### config.mk
export PLATFORM = sky130hd
export DESIGN_NAME = avalon_arbiter
export DESIGN_NICKNAME = d
export VERILOG_FILES = /design/src/rtl/avalon_arbiter.sv
export SDC_FILE = /design/constraint.sdc
export NUM_CORES = 1
export LEC_CHECK = 0
export ABC_AREA = 1
export CORE_MARGIN = 2
export CORE_UTILIZATION = 40
export DETAILED_ROUTE_END_ITERATION = 10
export HOLD_SLACK_MARGIN = 0.1
export PLACE_DENSITY_LB_ADDON = 0.12
export SYNTH_ARGS = -nofsm -noshare
export SYNTH_HDL_FRONTEND = slang
export SYNTH_SLANG_ARGS = --single-unit
### constraint.sdc
create_clock -name clk -period 2.1 [get_ports clk]
set_clock_uncertainty 0.2 [all_clocks]
set_input_delay 0.21 -clock clk [delete_from_list [all_inputs] [get_ports clk]]
set_output_delay 0.21 -clock clk [all_outputs]
set_load 0.005 [all_outputs]
### src/rtl/avalon_arbiter.sv
`default_nettype none
// ============================================================================
// Module : avalon_arbiter
// Shares one Avalon-MM master between instruction-fetch and data requesters.
// Rev    : 1.0
// ============================================================================
module avalon_arbiter #(
  parameter int DATA_PRIORITY = 1,
  parameter int MAX_WAIT      = 255
) (
  input  logic        clk,
  input  logic        reset,
  input  logic        i_req,
  input  logic [31:0] i_addr,
  output logic [31:0] i_rdata,
  output logic        i_ack,
  input  logic        d_req,
  input  logic        d_we,
  input  logic [31:0] d_addr,
  input  logic [31:0] d_wdata,
  input  logic [3:0]  d_be,
  output logic [31:0] d_rdata,
  output logic        d_ack,
  output logic [31:0] av_address,
  output logic        av_read,
  output logic        av_write,
  output logic [31:0] av_writedata,
  output logic [3:0]  av_byteenable,
  input  logic        av_waitrequest,
  input  logic [31:0] av_readdata,
  output logic        busy,
  output logic        timeout_err
);

  localparam int c_cnt_w = (MAX_WAIT < 2) ? 1 : $clog2(MAX_WAIT + 1);
  localparam logic [c_cnt_w-1:0] c_wait_limit = c_cnt_w'(MAX_WAIT);

  typedef enum logic [1:0] {
    IDLE    = 2'd0,
    GRANT_I = 2'd1,
    GRANT_D = 2'd2,
    ACK     = 2'd3
  } state_t;

  state_t             r_state, w_state;
  logic               r_last_d, w_last_d;
  logic [c_cnt_w-1:0] r_cnt, w_cnt;
  logic [31:0]        r_av_address, w_av_address;
  logic               r_av_read, w_av_read;
  logic               r_av_write, w_av_write;
  logic [31:0]        r_av_writedata, w_av_writedata;
  logic [3:0]         r_av_byteenable, w_av_byteenable;
  logic [31:0]        r_i_rdata, w_i_rdata;
  logic [31:0]        r_d_rdata, w_d_rdata;
  logic               r_i_ack, w_i_ack;
  logic               r_d_ack, w_d_ack;
  logic               r_timeout, w_timeout;
  logic               w_pick_d;
  logic               w_unused;

  // Avalon addresses are word-aligned; the byte offset is carried by byteenable.
  assign w_unused = ^{i_addr[1:0], d_addr[1:0]};

  always_comb begin
    w_state         = r_state;
    w_last_d        = r_last_d;
    w_cnt           = r_cnt;
    w_av_address    = r_av_address;
    w_av_read       = r_av_read;
    w_av_write      = r_av_write;
    w_av_writedata  = r_av_writedata;
    w_av_byteenable = r_av_byteenable;
    w_i_rdata       = r_i_rdata;
    w_d_rdata       = r_d_rdata;
    w_i_ack         = 1'b0;
    w_d_ack         = 1'b0;
    w_timeout       = 1'b0;

    // On a tie, round-robin hands the grant to whichever side did not win last.
    w_pick_d = d_req;
    if (i_req && d_req)
      w_pick_d = (DATA_PRIORITY != 0) ? 1'b1 : !r_last_d;

    case (r_state)
      IDLE: begin
        w_av_read  = 1'b0;
        w_av_write = 1'b0;
        if (i_req || d_req) begin
          w_cnt    = '0;
          w_last_d = w_pick_d;
          if (w_pick_d) begin
            w_state         = GRANT_D;
            w_av_address    = {d_addr[31:2], 2'b00};
            w_av_read       = !d_we;
            w_av_write      = d_we;
            w_av_writedata  = d_wdata;
            w_av_byteenable = d_we ? d_be : 4'hF;
          end else begin
            w_state         = GRANT_I;
            w_av_address    = {i_addr[31:2], 2'b00};
            w_av_read       = 1'b1;
            w_av_byteenable = 4'hF;
          end
        end
      end
      GRANT_I, GRANT_D: begin
        if (!av_waitrequest) begin
          w_av_read  = 1'b0;
          w_av_write = 1'b0;
          w_state    = ACK;
          if (r_state == GRANT_I) begin
            w_i_rdata = av_readdata;
            w_i_ack   = 1'b1;
          end else begin
            if (r_av_read)
              w_d_rdata = av_readdata;
            w_d_ack = 1'b1;
          end
        end else if ((MAX_WAIT != 0) && (r_cnt == c_wait_limit)) begin
          w_av_read  = 1'b0;
          w_av_write = 1'b0;
          w_state    = ACK;
          w_timeout  = 1'b1;
          if (r_state == GRANT_I) begin
            w_i_rdata = '0;
            w_i_ack   = 1'b1;
          end else begin
            w_d_rdata = '0;
            w_d_ack   = 1'b1;
          end
        end else begin
          w_cnt = r_cnt + 1'b1;
        end
      end
      default: w_state = IDLE;
    endcase
  end

  always_ff @(posedge clk or negedge reset) begin
    if (!reset) begin
      r_state         <= IDLE;
      r_last_d        <= 1'b1;
      r_cnt           <= '0;
      r_av_address    <= '0;
      r_av_read       <= 1'b0;
      r_av_write      <= 1'b0;
      r_av_writedata  <= '0;
      r_av_byteenable <= '0;
      r_i_rdata       <= '0;
      r_d_rdata       <= '0;
      r_i_ack         <= 1'b0;
      r_d_ack         <= 1'b0;
      r_timeout       <= 1'b0;
    end else begin
      r_state         <= w_state;
      r_last_d        <= w_last_d;
      r_cnt           <= w_cnt;
      r_av_address    <= w_av_address;
      r_av_read       <= w_av_read;
      r_av_write      <= w_av_write;
      r_av_writedata  <= w_av_writedata;
      r_av_byteenable <= w_av_byteenable;
      r_i_rdata       <= w_i_rdata;
      r_d_rdata       <= w_d_rdata;
      r_i_ack         <= w_i_ack;
      r_d_ack         <= w_d_ack;
      r_timeout       <= w_timeout;
    end
  end

  assign av_address    = r_av_address;
  assign av_read       = r_av_read;
  assign av_write      = r_av_write;
  assign av_writedata  = r_av_writedata;
  assign av_byteenable = r_av_byteenable;
  assign i_rdata       = r_i_rdata;
  assign i_ack         = r_i_ack;
  assign d_rdata       = r_d_rdata;
  assign d_ack         = r_d_ack;
  assign timeout_err   = r_timeout;
  assign busy          = (r_state != IDLE);

endmodule
`default_nettype wire

After elaboration in Yosys (flattened, before gate mapping)
Cells that the tools add are included.

cells by class
  $add $sub $neg = 1
  $mul = 0
  div/mod/pow operators = 0
  magnitude comparators = 0
  eq/ne operators = 11
  shift-type cells = 0
  mux-type cells = 41
  bitwise logic cells = 0
  reductions and logical operators = 16

operators with widths
  cell                                                                   count
  32-bit 2-to-1 mux                                                      10
  8-bit 2-to-1 mux                                                       3
  1-bit 2-to-1 mux                                                       18
  8-bit case mux with 2 select lines                                     1
  2-bit != test, second input constant                                   6
  8-bit by 1-bit adder with 8-bit output, second input constant          1
  8-bit equality test, second input constant                             1
  2-bit 2-to-1 mux                                                       4
  4-bit 2-to-1 mux                                                       2
  4-bit AND reduction                                                    2
  2-bit nonzero test                                                     4
  2-bit AND reduction                                                    3
  5-bit AND reduction                                                    1
  1-bit case mux with 2 select lines                                     2
  2-bit case mux with 2 select lines                                     1
  3-bit != test, second input constant                                   1
  3-bit AND reduction                                                    1
  2-bit by 1-bit equality test with 1-bit output, second input constant  1
  2-bit equality test, second input constant                             1
  2-bit logical NOT                                                      1
  2-bit by 1-bit != test with 1-bit output, second input constant        1
  2-bit OR reduction                                                     1
  1-bit logical AND                                                      1
  1-bit logical NOT                                                      1
  1-bit logical OR                                                       1

word-level totals
  bits in registers = 147
  latch bits = 0
  RAM bits = 0
  memory bits (read-only) = 0
  input port bits = 138
  output and inout bits = 138
  word-level logic and storage cells = 81
  memories = 0

Depth between registers and ports, before layout
  depth after elaboration = 5
  gate-level depth with buffers = 10
  depth with buffers taken out = 9

Worst setup path after synthesis
Ideal clock, no wire load.

  kind = register -> register
  start = reg r_state[0]
  end = reg r_cnt[5]
  setup time = 0.065 ns
  arrival time = 1.532 ns
  required time = 1.835 ns
  path slack = 0.303 ns
  stages on the path, launching flop included = 10
  path buffers = 1
  clock period less this slack = 1.797 ns
  cell sequence = dfrtp_1 inv_1 ha_1 buf_2 clkinv_1 nand2_1 nand2_1 nand2_2 nand2_1 nand2_1

between the ends
  longest elaborated chain between the ends = 4
  elaborated cells on any way between the ends = 10
  those cells by class = eq/ne: 5; mux: 1; reduce/logical: 4

ends and longest elaborated chain
  what                                                                                   RTL line  source
  from (decl)                                                                            45        state_t r_state, w_state;
  from (signal assigned)                                                                 155       r_state <= w_state;
  2-bit by 1-bit equality test with 1-bit output or 2-bit equality test (tied branches)  84        case (r_state)
  2-bit OR reduction                                                                     84
  2-bit != test (no source line) or 2-bit nonzero test (tied branches)                   --
  4-bit AND reduction (no source line)                                                   --
  to (signal assigned)                                                                   157       r_cnt <= w_cnt;
  to (decl)                                                                              47        logic [c_cnt_w-1:0] r_cnt, w_cnt;

Several ways; a longest one is shown, not always the timed one.
A chain may end at the register's enable or synchronous reset.

Final worst setup path
  start = reg r_cnt[0]
  end = reg r_d_rdata[21], in the netlist d_rdata[21]

between the ends
  longest elaborated chain between the ends = 3
  elaborated cells on any way between the ends = 4
  those cells by class = eq/ne: 3; reduce/logical: 1

ends and longest elaborated chain
  what                                                                                        RTL line  source
  8-bit equality test (*)                                                                     119       end else if ((MAX_WAIT != 0) && (r_cnt == c_wait_limit)) begin
  2-bit != test (no source line) or 2-bit by 1-bit != test with 1-bit output (tied branches)  --
  5-bit AND reduction (no source line) (*)                                                    --
  to (signal assigned)                                                                        164       r_d_rdata <= w_d_rdata;
  to (decl)                                                                                   54        logic [31:0] r_d_rdata, w_d_rdata;

Every way passes the cells marked *; elsewhere a longest branch is shown, timed or not.

==> results.py <==
metrics = {
    "clocking": {
        "cts.path.max_buffers": 2,
        "numCtsBuffers": 17,
        "cts_tree": "done",
        "clock_latency_ns": 0.41,
        "clkSinkCount": 145,
        "ctsHtreeMaxLevel": 4,
        "root_buffer": "clkbuf_16",
        "clkTransAtPathRegs_ns": 0.06,
    },
    "synthesis": {
        "ys_ff_latch": 145,
        "synthCells": 729,
        "async_reset_ff_frac": 1.00,
        "yosys_warnings": 0,
        "yosysUniqueCellTypes": 23,
        "synthTopCellsByCount": "279 x nand2_1, 145 x dfrtp_1, 53 x nor2_1",
        "netlist_top_cells_area": "dfrtp_1 57%, nand2_1 16%, mux2i_1 4.7%, o21ai_2 3.1%, nand4_1 3.1%",
        "synth_edf_count": 0,
        "ys.flop_type": "dfrtp_1",
        "synthMostInstantiatedCell": "nand2_1",
        "synth_seq_area_share": 0.567,
        "yosysTopAreaCell": "dfrtp_1",
        "synth_top_area_share": 0.567,
        "avgSynthCellArea_um2": 8.79,
        "netlist_area_um2": 6400,
    },
    "critical_path": {
        "r2r-start": "r_cnt[0]",
        "path_cells": "ha_1 > nand2_1 > nor2_1 > nand3_1 > nand2_2 > buf_4 > nand4_1 > nand2_1",
        "crit_required_ns": 2.25,
        "crit_path_top_delay_cell": "dfrtp_1",
        "endpoint_kind": "flop",
        "path_buf_inv": 1,
        "rr_endpoint": "d_rdata[21]",
        "critical_path.max_stage_delay_ns": 0.38,
        "criticalPathCategory": "reg2reg",
        "r2r_setup_slack_ns": 0.23,
        "cp_common_cell": "nand2_1",
        "critical_path.startpoint_type": "flop",
        "worst-path-stages": 8,
        "cp_top_family": "simple AND/OR/NAND/NOR gates",
        "ff2ff_path_depth": 8,
        "cp.arrival_ns": 2.02,
        "cp_max_fo": 23,
    },
    "placement": {
        "post-place-cells": 1195,
        "gp_congestion": 0.790,
        "dp_hpwl_um": 13300,
        "portBuffers": 269,
        "post-place-ws_ns": 0.132,
    },
    "power": {
        "total_leakage_power_nw": 4.85,
        "power.switching_mw": 4.48,
        "power_mw": 13.2,
        "pwr-share-comb": 0.435,
        "swShare": 0.339,
        "p_seq_frac": 0.347,
        "ir_drop_mv": 0.695,
        "pwr-share-clk": 0.218,
        "p_per_area_nw_per_um2": 1320,
        "p_int_mw": 8.72,
    },
    "global_routing": {
        "grt_pass1_wl_um": 29400,
        "grt_antenna_before_repair": 0,
        "grt_max_degree": 49,
        "overflow": 0,
        "grt_use_total": 0.224,
        "grt_pass1_vias": 5735,
    },
    "drt": {
        "first_pass_iters": 4,
        "routedWlPerCell_um": 15.2,
        "postRouteAntennaNets": 0,
        "routed_wl_um": 18700,
        "vias": 5761,
        "drt_iter0_drc": 277,
        "vias_per_cell": 4.68,
        "remaining_drc_errors": 0,
    },
    "timing": {
        "whs_ns": 0.105,
        "finalCriticalPeriod_ns": 1.87,
        "final.setup.tns_ns": 0,
        "hold_viol_final": 0,
        "setup_violations": 0,
        "max_freq_mhz": 534,
        "fin_crit_sh": 0.891,
        "slew_violations": 0,
        "grt_setup_unrepaired": "false",
        "setup_ws_ns": 0.229,
    },
    "cells_and_area": {
        "layoutNonFillerInstCount": 1230,
        "layout-drive-gt1-share": 0.0858,
        "nNetsFinal": 1143,
        "diodes": 0,
        "area_growth_pct": 56.0,
    },
    "hold_path": {
        "hold_path_class": "in2async",
    },
    "run_status": {
        "status": "completed",
    },
    "floorplanning": {
        "rows": 46,
        "coreArea_um2": 15800,
        "die_x_um": 131,
        "dieArea_um2": 17000,
        "initial_core_util": 0.406,
        "io_pins": 276,
        "die_y_um": 131,
    },
    "job": {
        "cap_violations": 0,
    },
}
-- timing repair --
action | in CTS | in global routing
setup endpoints to repair | 1 | 1
endpoints found under the hold margin | 150 | 0
gates resized for setup | 3 | 1
buffers inserted | 1 | 0
hold buffers | 2 | 0
-- power by group through the flow --
stage	logic [mW]	clock network, mW	registers, mW
floorplan	2.29	0	4.65
global placement	5.72	0	4.57
detailed placement	5.78	0	4.60
CTS	5.82	2.94	4.59
global route	6.35	3.05	4.73
finish	5.74	2.88	4.58
-- kinds of logic (layout without fill, tap and decap cells) --
kind of cell | count (synthesis) | after routing | synth area share
AO/OA/AOI/OAI | 75 | 75 | 0.0725
multiplexers | 30 | 30 | 0.0469
adder cells (fa/ha/maj) | 4 | 4 | 0.00781
buffers and inverters | 94 | 378 | 0.0664
flip-flops | 145 | 145 | 0.567
AND/OR/NAND/NOR | 380 | 380 | 0.239
other | 1 | 2 | 0.000585
-- layout make-up --
type / count / area [um2]
clock buffer: 20 / 457
clock inverter: 12 / 108
fill: 1419 / 5780
inverter: 52 / 195
multi-input combinational: 491 / 2370
sequential: 145 / 3630
tap: 216 / 270
timing repair buffer: 294 / 2970
-- state kept, by name (all words and copies together), names as in the netlist --
name,flops
av_read,1
av_byteenable,4
i_rdata,32
av_write,1
d_ack,1
d_rdata,32
av_address,30
av_writedata,32
i_ack,1
r_cnt,8
timeout_err,1
r_state,2
-- per-stage QoR --
stage                util  area, um2
finish              0.634       9990
global route        0.634       9990
CTS                 0.634       9990
detailed placement  0.596       9400
global placement    0.596       9400
floorplan               -       6410
-- metal layers --
metal,vias up,GRT usage,part of all wire
met5,-,0,0
met1,2675,0.271,0.41
li1,2850,-,-
met4,0,0.0682,0.014
met3,20,0.0875,0.094
met2,216,0.373,0.48
-- cells in the final DEF, fill, tap and decap left out, drive strengths merged --
cell and n:
ha 4, nor2 53, clkinv 4, clkbuf 20, nand2 282, clkdlybuf4s50 266, nand3 11, dfrtp 145
inv 53, buf 25, mux2i 30, nand3b 1, conb 2, o21ai 40, nor3 1, o21bai 1
bufinv 1, dlygate4sd2 1, nand4 32, a21oi 34, clkinvlp 6, dlygate4sd3 2
-- worst max path at each step --
stage / startpoint / to / slack, ns
detailed placement: r_state[0] / r_cnt[5] / 0.13
finish: r_cnt[0] / d_rdata[21] / 0.23
global placement: r_state[0] / r_cnt[0] / 0.15
CTS: r_state[1] / r_cnt[5] / 0.18
global route: r_cnt[0] / d_rdata[22] / 0.05
floorplan: r_state[0] / r_cnt[5] / 0.30
(Power assumes the default switching activity.)
